## src/rtl/pe2_ntt_ctrl_if.sv

```systemverilog
// Control/address bundle between the NTT sequencer and its memories / butterfly unit.
// Latency: none (pure signal grouping).
// Backpressure: none; the sequencer free-runs once a transform is accepted.
interface pe2_ntt_ctrl_if #(
  parameter int N_LOG = 8
);
  logic             start;
  logic             mode;
  logic             busy;
  logic             done;
  logic [N_LOG-1:0] stage;
  logic             rd_en;
  logic [N_LOG-1:0] rd_addr_u;
  logic [N_LOG-1:0] rd_addr_v;
  logic [N_LOG-1:0] tw_addr;
  logic             pe_sel_ntt;
  logic             wr_en;
  logic [N_LOG-1:0] wr_addr_u;
  logic [N_LOG-1:0] wr_addr_v;

  // Controller side: takes start/mode, drives strobes and addresses.
  modport master (
    input  start, mode,
    output busy, done, stage, rd_en, rd_addr_u, rd_addr_v, tw_addr,
           pe_sel_ntt, wr_en, wr_addr_u, wr_addr_v
  );

  // Host/memory side.
  modport slave (
    output start, mode,
    input  busy, done, stage, rd_en, rd_addr_u, rd_addr_v, tw_addr,
           pe_sel_ntt, wr_en, wr_addr_u, wr_addr_v
  );
endinterface

```

## src/rtl/pe2_ntt_ctrl.sv

```systemverilog
// Radix-2 NTT/INTT sequencer: issues N/2 butterflies per stage over N_LOG stages.
// Latency: rd_en one cycle after accepted start; wr_en trails rd_en by PE_LAT; done at 1+N_LOG*(N/2+PE_LAT).
// Backpressure: none; start is only sampled in IDLE, ignored while busy or in the DONE cycle.
module pe2_ntt_ctrl #(
  parameter int N_LOG  = 8,
  parameter int PE_LAT = 4
) (
  input  logic          clk,
  input  logic          rst,
  pe2_ntt_ctrl_if.master bus
);

  localparam int                DW     = (PE_LAT > 1) ? $clog2(PE_LAT) : 1;
  localparam logic [N_LOG-1:0]  J_LAST = N_LOG'((1 << (N_LOG - 1)) - 1);
  localparam logic [N_LOG-1:0]  S_LAST = N_LOG'(N_LOG - 1);
  localparam logic [DW-1:0]     D_LAST = DW'(PE_LAT - 1);

  typedef enum logic [1:0] {IDLE, ISSUE, DRAIN, DONE} state_t;

  state_t           state_q, state_d;
  logic [N_LOG-1:0] j_q, j_d;
  logic [N_LOG-1:0] stage_q, stage_d;
  logic [DW-1:0]    dcnt_q, dcnt_d;
  logic             sel_q, sel_d;

  logic [N_LOG-1:0] u_q, v_q, tw_q;
  logic [N_LOG-1:0] sh, twsh, span, grp, u_c, v_c, tw_c;
  logic             rd_en;

  logic             wen_pipe_q [PE_LAT];
  logic [N_LOG-1:0] wu_pipe_q  [PE_LAT];
  logic [N_LOG-1:0] wv_pipe_q  [PE_LAT];

  // State, counters and the latched mode.
  always_ff @(posedge clk or negedge rst) begin
    if (!rst) begin
      state_q <= IDLE;
      j_q     <= '0;
      stage_q <= '0;
      dcnt_q  <= '0;
      sel_q   <= 1'b0;
    end else begin
      state_q <= state_d;
      j_q     <= j_d;
      stage_q <= stage_d;
      dcnt_q  <= dcnt_d;
      sel_q   <= sel_d;
    end
  end

  // Next-state: issue N/2 butterflies, drain PE_LAT cycles, repeat per stage.
  always_comb begin
    state_d = state_q;
    j_d     = j_q;
    stage_d = stage_q;
    dcnt_d  = dcnt_q;
    sel_d   = sel_q;
    unique case (state_q)
      IDLE: begin
        if (bus.start) begin
          state_d = ISSUE;
          j_d     = '0;
          stage_d = '0;
          sel_d   = bus.mode;
        end
      end
      ISSUE: begin
        if (j_q == J_LAST) begin
          state_d = DRAIN;
          dcnt_d  = '0;
        end else begin
          j_d = j_q + N_LOG'(1);
        end
      end
      DRAIN: begin
        if (dcnt_q == D_LAST) begin
          if (stage_q == S_LAST) begin
            state_d = DONE;
          end else begin
            state_d = ISSUE;
            stage_d = stage_q + N_LOG'(1);
            j_d     = '0;
          end
        end else begin
          dcnt_d = dcnt_q + DW'(1);
        end
      end
      DONE:    state_d = IDLE;
      default: state_d = IDLE;
    endcase
  end

  // Butterfly addressing: forward spans shrink per stage, inverse spans grow.
  always_comb begin
    sh   = sel_q ? stage_q : (S_LAST - stage_q);
    twsh = sel_q ? (S_LAST - stage_q) : stage_q;
    span = N_LOG'(1) << sh;
    grp  = j_q >> sh;
    u_c  = ((grp << sh) << 1) | (j_q & (span - N_LOG'(1)));
    v_c  = u_c + span;
    tw_c = (N_LOG'(1) << twsh) + grp;
  end

  assign rd_en = (state_q == ISSUE);

  // Remember the last issued addresses so the buses are stable between bursts.
  always_ff @(posedge clk or negedge rst) begin
    if (!rst) begin
      u_q  <= '0;
      v_q  <= '0;
      tw_q <= '0;
    end else if (rd_en) begin
      u_q  <= u_c;
      v_q  <= v_c;
      tw_q <= tw_c;
    end
  end

  // Write-back pipeline mirrors the butterfly datapath latency.
  always_ff @(posedge clk or negedge rst) begin
    if (!rst) begin
      for (int k = 0; k < PE_LAT; k++) begin
        wen_pipe_q[k] <= 1'b0;
        wu_pipe_q[k]  <= '0;
        wv_pipe_q[k]  <= '0;
      end
    end else begin
      wen_pipe_q[0] <= rd_en;
      wu_pipe_q[0]  <= rd_en ? u_c : u_q;
      wv_pipe_q[0]  <= rd_en ? v_c : v_q;
      for (int k = 1; k < PE_LAT; k++) begin
        wen_pipe_q[k] <= wen_pipe_q[k-1];
        wu_pipe_q[k]  <= wu_pipe_q[k-1];
        wv_pipe_q[k]  <= wv_pipe_q[k-1];
      end
    end
  end

  assign bus.busy       = (state_q != IDLE);
  assign bus.done       = (state_q == DONE);
  assign bus.stage      = stage_q;
  assign bus.rd_en      = rd_en;
  assign bus.rd_addr_u  = rd_en ? u_c  : u_q;
  assign bus.rd_addr_v  = rd_en ? v_c  : v_q;
  assign bus.tw_addr    = rd_en ? tw_c : tw_q;
  assign bus.pe_sel_ntt = sel_q;
  assign bus.wr_en      = wen_pipe_q[PE_LAT-1];
  assign bus.wr_addr_u  = wu_pipe_q[PE_LAT-1];
  assign bus.wr_addr_v  = wv_pipe_q[PE_LAT-1];

endmodule

```

## src/flat_wrapper.sv

```systemverilog
// flat-port wrapper written by rule: the top's interface ports become plain ports
module pe2_ntt_ctrl_flat 
#(
  parameter int N_LOG  = 8,
  parameter int PE_LAT = 4
)
  (clk, rst, bus_start, bus_mode, bus_busy, bus_done, bus_stage, bus_rd_en, bus_rd_addr_u, bus_rd_addr_v, bus_tw_addr, bus_pe_sel_ntt, bus_wr_en, bus_wr_addr_u, bus_wr_addr_v);
  pe2_ntt_ctrl_if #(.N_LOG(N_LOG)) bus_i ();
  input  logic clk;
  input  logic rst;
  input wire logic [$bits(bus_i.start)-1:0] bus_start;
  input wire logic [$bits(bus_i.mode)-1:0] bus_mode;
  output wire logic [$bits(bus_i.busy)-1:0] bus_busy;
  output wire logic [$bits(bus_i.done)-1:0] bus_done;
  output wire logic [$bits(bus_i.stage)-1:0] bus_stage;
  output wire logic [$bits(bus_i.rd_en)-1:0] bus_rd_en;
  output wire logic [$bits(bus_i.rd_addr_u)-1:0] bus_rd_addr_u;
  output wire logic [$bits(bus_i.rd_addr_v)-1:0] bus_rd_addr_v;
  output wire logic [$bits(bus_i.tw_addr)-1:0] bus_tw_addr;
  output wire logic [$bits(bus_i.pe_sel_ntt)-1:0] bus_pe_sel_ntt;
  output wire logic [$bits(bus_i.wr_en)-1:0] bus_wr_en;
  output wire logic [$bits(bus_i.wr_addr_u)-1:0] bus_wr_addr_u;
  output wire logic [$bits(bus_i.wr_addr_v)-1:0] bus_wr_addr_v;
  assign bus_i.start = bus_start;
  assign bus_i.mode = bus_mode;
  assign bus_busy = bus_i.busy;
  assign bus_done = bus_i.done;
  assign bus_stage = bus_i.stage;
  assign bus_rd_en = bus_i.rd_en;
  assign bus_rd_addr_u = bus_i.rd_addr_u;
  assign bus_rd_addr_v = bus_i.rd_addr_v;
  assign bus_tw_addr = bus_i.tw_addr;
  assign bus_pe_sel_ntt = bus_i.pe_sel_ntt;
  assign bus_wr_en = bus_i.wr_en;
  assign bus_wr_addr_u = bus_i.wr_addr_u;
  assign bus_wr_addr_v = bus_i.wr_addr_v;
  pe2_ntt_ctrl #(.N_LOG(N_LOG), .PE_LAT(PE_LAT)) u_core (.clk(clk), .rst(rst), .bus(bus_i));
endmodule
```

## config.mk

```make
export PLATFORM = sky130hd
export DESIGN_NAME = pe2_ntt_ctrl_flat
export DESIGN_NICKNAME = d
export VERILOG_FILES = /design/src/rtl/pe2_ntt_ctrl_if.sv /design/src/rtl/pe2_ntt_ctrl.sv /design/src/flat_wrapper.sv
export SDC_FILE = /design/constraint.sdc
export NUM_CORES = 1
export LEC_CHECK = 0
export ABC_CLOCK_PERIOD_IN_PS = 14300
export CAP_MARGIN = 20
export CORE_UTILIZATION = 43
export DETAILED_ROUTE_END_ITERATION = 8
export PLACE_DENSITY = 0.72
export SLEW_MARGIN = 20
export SYNTH_ARGS = -nofsm -noshare
export SYNTH_HDL_FRONTEND = slang
export SYNTH_SLANG_ARGS = --single-unit
```

## constraint.sdc

```tcl
create_clock -name clk -period 14.3 [get_ports clk]
set_input_delay 2.145 -clock clk [delete_from_list [all_inputs] [get_ports clk]]
set_output_delay 2.145 -clock clk [all_outputs]
set_load 0.1 [all_outputs]
```

Word-level counts from Yosys, hierarchy flattened

Index checks and enable logic that the tools add are counted.

Bits of input ports: 4
Word-level logic and storage cells: 74
Output and inout bits: 53
Bits in registers: 97

$add $sub $neg: 7
Bitwise gates (word level): 2
Shift operators: 4
Reduce and logical (&&, ||, !) cells: 10
Multiplexer cells: 21
Equality and inequality tests: 12

Operators with widths:

| cell                | number |
|---|---|
| $mux 8              | 11 |
| $pmux 8 s3          | 1 |
| $add 8x1->8 const B | 2 |
| $add 8x8->8         | 2 |
| $pmux 8 s2          | 1 |
| $shl 1x8->8 const A | 2 |
| $mux 2              | 6 |
| $ne 2x2->1 const B  | 5 |
| $and 8x8->8         | 1 |
| $eq 8x3->1 const B  | 1 |
| $eq 8x7->1 const B  | 1 |
| $or 8x8->8          | 1 |
| $pmux 2 s4          | 1 |
| $shl 8x8->7         | 1 |
| $shr 8x8->8         | 1 |
| $sub 3x8->8 const A | 1 |
| $sub 8x1->8 const B | 1 |
| $eq 2x2->1 const B  | 3 |
| $reduce_and 3->1    | 2 |
| $reduce_bool 2->1   | 3 |
| $reduce_and 5->1    | 1 |
| $pmux 2 s2          | 1 |
| $reduce_and 4->1    | 1 |
| $reduce_bool 3->1   | 1 |
| 5 further kinds     | 5 |

Longest topological paths before layout

Depth in word-level cells: 8
Gate-level depth with buffers: 20
Depth with buffers taken out: 19

Least setup slack after synthesis

OpenSTA, ideal clock, no wires.

Path type: reg-to-output
From: register u_core.stage_q[3], in the netlist u_core.bus.stage[3]
To: output bus_rd_addr_v[7]
Cell stages (with the launch flop): 20
Path slack: 6.076 ns
Path buffers: 1
Arrival: 6.079 ns
Required time: 12.155 ns
Cells stage by stage: dfrtp_1 buf_2 clkinv_1 ha_1 nor3b_2 a21o_1 a21oi_1 o211a_1 or3_4 a21oi_2 a21oi_1 o21ai_0 ha_1 a21o_1 a21o_1 a21oi_1 o21ai_0 xnor2_1 mux2i_1 mux2i_1

Cells in the longest elaborated chain, start to end: 8
Elaborated cells on any way between the ends: 10
Classes of those cells: 3 x add/sub; 3 x shift; 2 x mux; 2 x bitwise

Ends and longest elaborated chain:

| what                   | RTL line            | text |
|---|---|---|
| start, declared        | pe2_ntt_ctrl.sv:22  | `logic [N_LOG-1:0] stage_q, stage_d;` |
| start signal, assigned | pe2_ntt_ctrl.sv:45  | `stage_q <= stage_d;` |
| $sub 3x8->8            | pe2_ntt_ctrl.sv:95  | `sh = sel_q ? stage_q : (S_LAST - stage_q);` |
| $mux 8 (*)             | pe2_ntt_ctrl.sv:95  |  |
| $shl 1x8->8            | pe2_ntt_ctrl.sv:97  | `span = N_LOG'(1) << sh;` |
| $sub 8x1->8            | pe2_ntt_ctrl.sv:99  | `u_c = ((grp << sh) << 1) \| (j_q & (span - N_LOG'(1)));` |
| $and 8x8->8            | pe2_ntt_ctrl.sv:99  |  |
| $or 8x8->8             | pe2_ntt_ctrl.sv:99  |  |
| $add 8x8->8 (*)        | pe2_ntt_ctrl.sv:100 | `v_c = u_c + span;` |
| $mux 8 (*)             | pe2_ntt_ctrl.sv:144 | `assign bus.rd_addr_v = rd_en ? v_c : v_q;` |
| end, declared          | flat_wrapper.sv:18  | `output wire logic [$bits(bus_i.rd_addr_v)-1:0] bus_rd_addr_v;` |

Mark *: on every way between the ends. The rest lies on a longest branch, timed or not.

Final worst setup path

Ends and elaborated chain as after synthesis.

==> results <==
- The global-route wire length before repair is about 22 mm.
- The post-layout minimum cycle time is 8.84 ns.
- CTS saw 97 sinks.
- The post-cts gate resize count is 0.
- The number of clock buffers inserted by TritonCTS is 9.
- The total wirelength of the detailed-routed design is around 14 mm.
- The reg-to-reg startpoint is u_core.bus.stage[3].
- For this design the top-level I/O count stands at 57.
- The synthesized instance count is ~500.
- Detailed placement ended at an HPWL of roughly 10 mm.
- 0 antenna diodes ended up in the layout.
- The maximum level of the CTS H-tree is 3.
- Cells fill between 50% and 60% of the core in the end.
- The largest net degree at the start of global routing is 64.
- The number of max-cap violations is 0.
- The via count is 3932.
- The accumulated negative setup slack is 0 ns.
- The net count of the mapped netlist is 532.
- The number of cell rows is 39.
- The maximum clock path buffer count is 2.
- The global placement routability congestion is 0.897.
- The slowest cell on the critical path is sky130_fd_sc_hd__clkdlybuf4s50_1.
- The data required time of the critical path is 12.15 ns.
- The post-route netlist has between 10% and 20% of its cells at a drive strength greater than 1.
- The run finished, with violations left.
- Across the routed clock network, the largest skew measured is roughly 0.0053 ns.
- After detailed routing, the number of remaining DRC violations is 6.
- The tree is rooted in a sky130_fd_sc_hd__clkbuf_16.
- The xor and xnor fraction of the mapped netlist area is 5.39%.
- For the worst setup path, the data arrival time is 6.70 ns.
- Counting flops and latches in the post-synthesis netlist gives slightly below 100.
- The layout net count is 567.
- The class of the most critical hold timing path is reg2reg.
- Setup violations remaining at the end of the flow were counted as 0.
- The overall die width is ~110 um.
- The proportion of netlist area held by the largest area contributor is a little under half.
- After synthesis, the largest family of logic cells by area is compound AO/OA/AOI/OAI gates.
- Using the TritonRoute via totals, the vias-per-cell ratio works out to around 5.7.
- The setup path with the least slack is of type reg2out.
- The max-slew violation total from the final report is 0.
- TritonCTS built the clock tree.
- Measured against its own limit, the worst slew margin works out to approximately 33%.
- Counting flops with a built-in enable in the synthesized netlist gives 0.
- The critical-path maximum fanout is 14.
- The launch point of the worst hold path is u_core.wu_pipe_q[22].
- For this configuration, the core starts out at a cell density of approximately 45%.
- Setup repair after global routing left no endpoint under its margin.
- Before CTS, the worst setup slack after placement is 5.94 ns.
- The final-layout worst hold slack is roughly 0.35 ns.
- The count of input and output buffers is between 50 and 60.
- The basic-gate share of the synthesized area counting and, or, nand and nor cells is between 10 and 15%.
- A synthesized cell averages around 10 um^2.
- The highest cell delay on the worst timing path is 1.18 ns.
- The total die area is between 0.01 and 0.015 mm^2.
- For this run, the detailed router's first-pass iteration total came to 8.
- The post-cts hold buffer count is 0.
- The cell area that synthesis handed to floorplanning was between 0.005 and 0.006 mm^2.
- The largest area contributor in the synthesized netlist is sky130_fd_sc_hd__dfrtp_1.
- For this run, the leading register cell type out of synthesis is sky130_fd_sc_hd__dfrtp_1.
- The kind of start point of the critical path is a flip-flop.
- From synthesis to final layout, the design area changed by 16.6%.
- The netlist uses 73 different library cells.
- After synthesis, the cell types taking the most area are sky130_fd_sc_hd__dfrtp_1 (47%), sky130_fd_sc_hd__ha_1 (5.8%), sky130_fd_sc_hd__mux2_2 (3.9%).
- Sequential elements use between 40 and 50% of the synthesized area.
- For this run, the top clock speed supported by timing is 113 MHz.
- The number of violations reported at the end of detailed-routing iteration 0 is a little over 200.
- The overall overflow remaining after global route is 0.
- Post-CTS timing repair inserted 0 buffers for setup.
- Counting instances, the worst hold path has a depth of 0.
- After filler insertion, the fill cell instance count of the layout stands at around 1100.
- The ratio of final minimum period to clock period is 61.8%.
- Across every metal layer, demand over resource in global routing totals a little under a quarter.
- Clock-pin slew was measured on the worst setup and hold paths at 0.07 ns.
- The number of global-route vias before repair is about 4000.
- The clock latency of the later-clocked register in the worst-skew pair is around 0.35 ns.
- In the final routed layout, each cell accounts on average for 19.7 um.
- The total core area is about 0.012 mm^2.
- The final reports fail on DRC.
- In this run the remaining antenna-violating nets after routing total 0.
- Counting flops with an async set or reset pin after synthesis yields a share of 100%.
- The number of cell instances on the worst register-to-register path is 18.
- The number of antenna violations at the first check in global routing is 0.
- STA classifies the critical path endpoint as an output port.
- For the pin with the worst max-slew slack, the measured transition is 1.00 ns.
- The number of endpoints with negative hold slack in the final report is 0.
- The share of the synthesized area in compound gates (AO/OA/AOI/OAI) is between 10% and 20%.
- The capturing point of the worst reg2reg path is u_core.v_q[7].
- The total of warnings raised by yosys is 0.
- The worst min-delay path endpoint is u_core.wu_pipe_q[14].
- The minimum setup slack in the final design is about 5.5 ns.
- The die span in y is between 100 and 150 um.
- Of the total synthesized cell area, the portion taken by full adders, half adders and majority gates is between 6 and 7%.
- The proportion of synthesized area in mux cells is between 5 and 6%.
- For flop-to-flop paths, the worst setup slack is 9.03 ns.
- Walking the worst path, the cells encountered are clkinv_1 > ha_1 > nor3b_2 > nand2_2 > a21boi_4 > o32ai_1 > nand2_1 > o21ai_1 > a21oi_1 > o21ai_0 > ha_1 > a21o_1 > a21o_1 > a21oi_1 > o21ai_0 > xnor2_1 > mux2i_1 > mux2i_1 > clkdlybuf4s50_1.
## flip-flops by register name, indices dropped and copies added (netlist names)
signal                 flops
u_core.bus.wr_addr_v       8
u_core.bus.stage           8
u_core.j_q                 8
u_core.wv_pipe_q          16
u_core.wen_pipe_q          3
u_core.u_q                 8
u_core.bus.wr_en           1
u_core.wu_pipe_q          16
u_core.v_q                 8
u_core.bus.wr_addr_u       8
u_core.state_q             2
u_core.bus.pe_sel_ntt      1
u_core.tw_q                8
u_core.dcnt_q              2
## worst max path at each step
stage	endpoint	startpoint	depth (start not counted)
after global placement	bus_rd_addr_v[7]	u_core.bus.stage[3]	19
after CTS	bus_rd_addr_v[7]	u_core.bus.stage[3]	19
final	bus_rd_addr_v[7]	u_core.bus.stage[3]	19
after global routing	bus_rd_addr_v[7]	u_core.bus.stage[3]	19
after detailed placement	bus_rd_addr_v[7]	u_core.bus.stage[3]	19
after floorplan	bus_rd_addr_v[7]	u_core.bus.stage[3]	19
## metal layers
layer	part of all wire [%]	track usage (%)	up-vias
li1	-	-	1828
met1	46	29.0	1946
met2	47	37.1	130
met3	4.3	5.23	28
met4	3.1	11.2	0
met5	0	0	-
## synth_stat cells (all sizes together), types with 4 or more instances
cell type,count
a21o,12
a21oi,25
a22o,5
a22oi,4
a31oi,6
buf,25
clkbuf,11
dfrtp,97
ha,24
inv,11
mux2,18
mux2i,9
nand2,53
nand2b,5
nand3,11
nand4,4
nor2,54
nor2b,7
nor3,6
o21ai,24
o22ai,4
o31ai,4
xnor2,16
xor2,15
## critical path: cells and delay by family, from the launching register on
kind            cells  cell delay, ns
compound gates      9            2.08
buf+inv             2            1.55
fa+ha+maj           2            0.74
simple gates        3            0.72
flops               1            0.67
mux                 2            0.33
xor+xnor            1            0.23
## cell type report
| cell class | count | area [um^2] | share of cell area, % |
|---|---|---|---|
| multi-input cells | 357 | 2490 | 41.2 |
| flip-flops and latches | 97 | 2430 | 40.2 |
| repair buffers | 60 | 588 | 9.74 |
| clock buffers | 9 | 225 | 3.73 |
| well taps | 143 | 179 | 2.96 |
| clock inverters | 7 | 83.8 | 1.39 |
| inverters | 12 | 45.0 | 0.746 |
## cell usage in the layout (no fill, tap or decap), drive strengths merged, types with 3 or more instances in the layout
cell and count:
a221oi 3, o21ai 24, mux2i 9, a22oi 4, a22o 5, nand3 11
o311ai 3, o31ai 4, dfrtp 97, o21a 3, nor2b 7, o22ai 4
nand2b 5, nor2 54, nor3 6, a21o 12, a21oi 25, mux2 18
a211oi 3, clkdlybuf4s50 55, xnor2 16, inv 15, nand4 4, ha 24
buf 5, xor2 15, and3 3, nand2 53, o221a 3, a31oi 6
clkbuf 9
## through the flow
stage,instance area (um^2),cells
floorplan,5180,502
global placement,5730,669
detailed placement,5730,669
CTS,6040,685
global route,6040,685
finish,6040,685
## logic make-up after synthesis
logic type,after synthesis
simple gates,153
compound gates,119
flops,97
buf+inv,48
xor+xnor,31
mux,27
fa+ha+maj,26
other cells,1
Power is not shown: default switching activity piles up to over one toggle a cycle in this logic, so the estimate is an artifact.
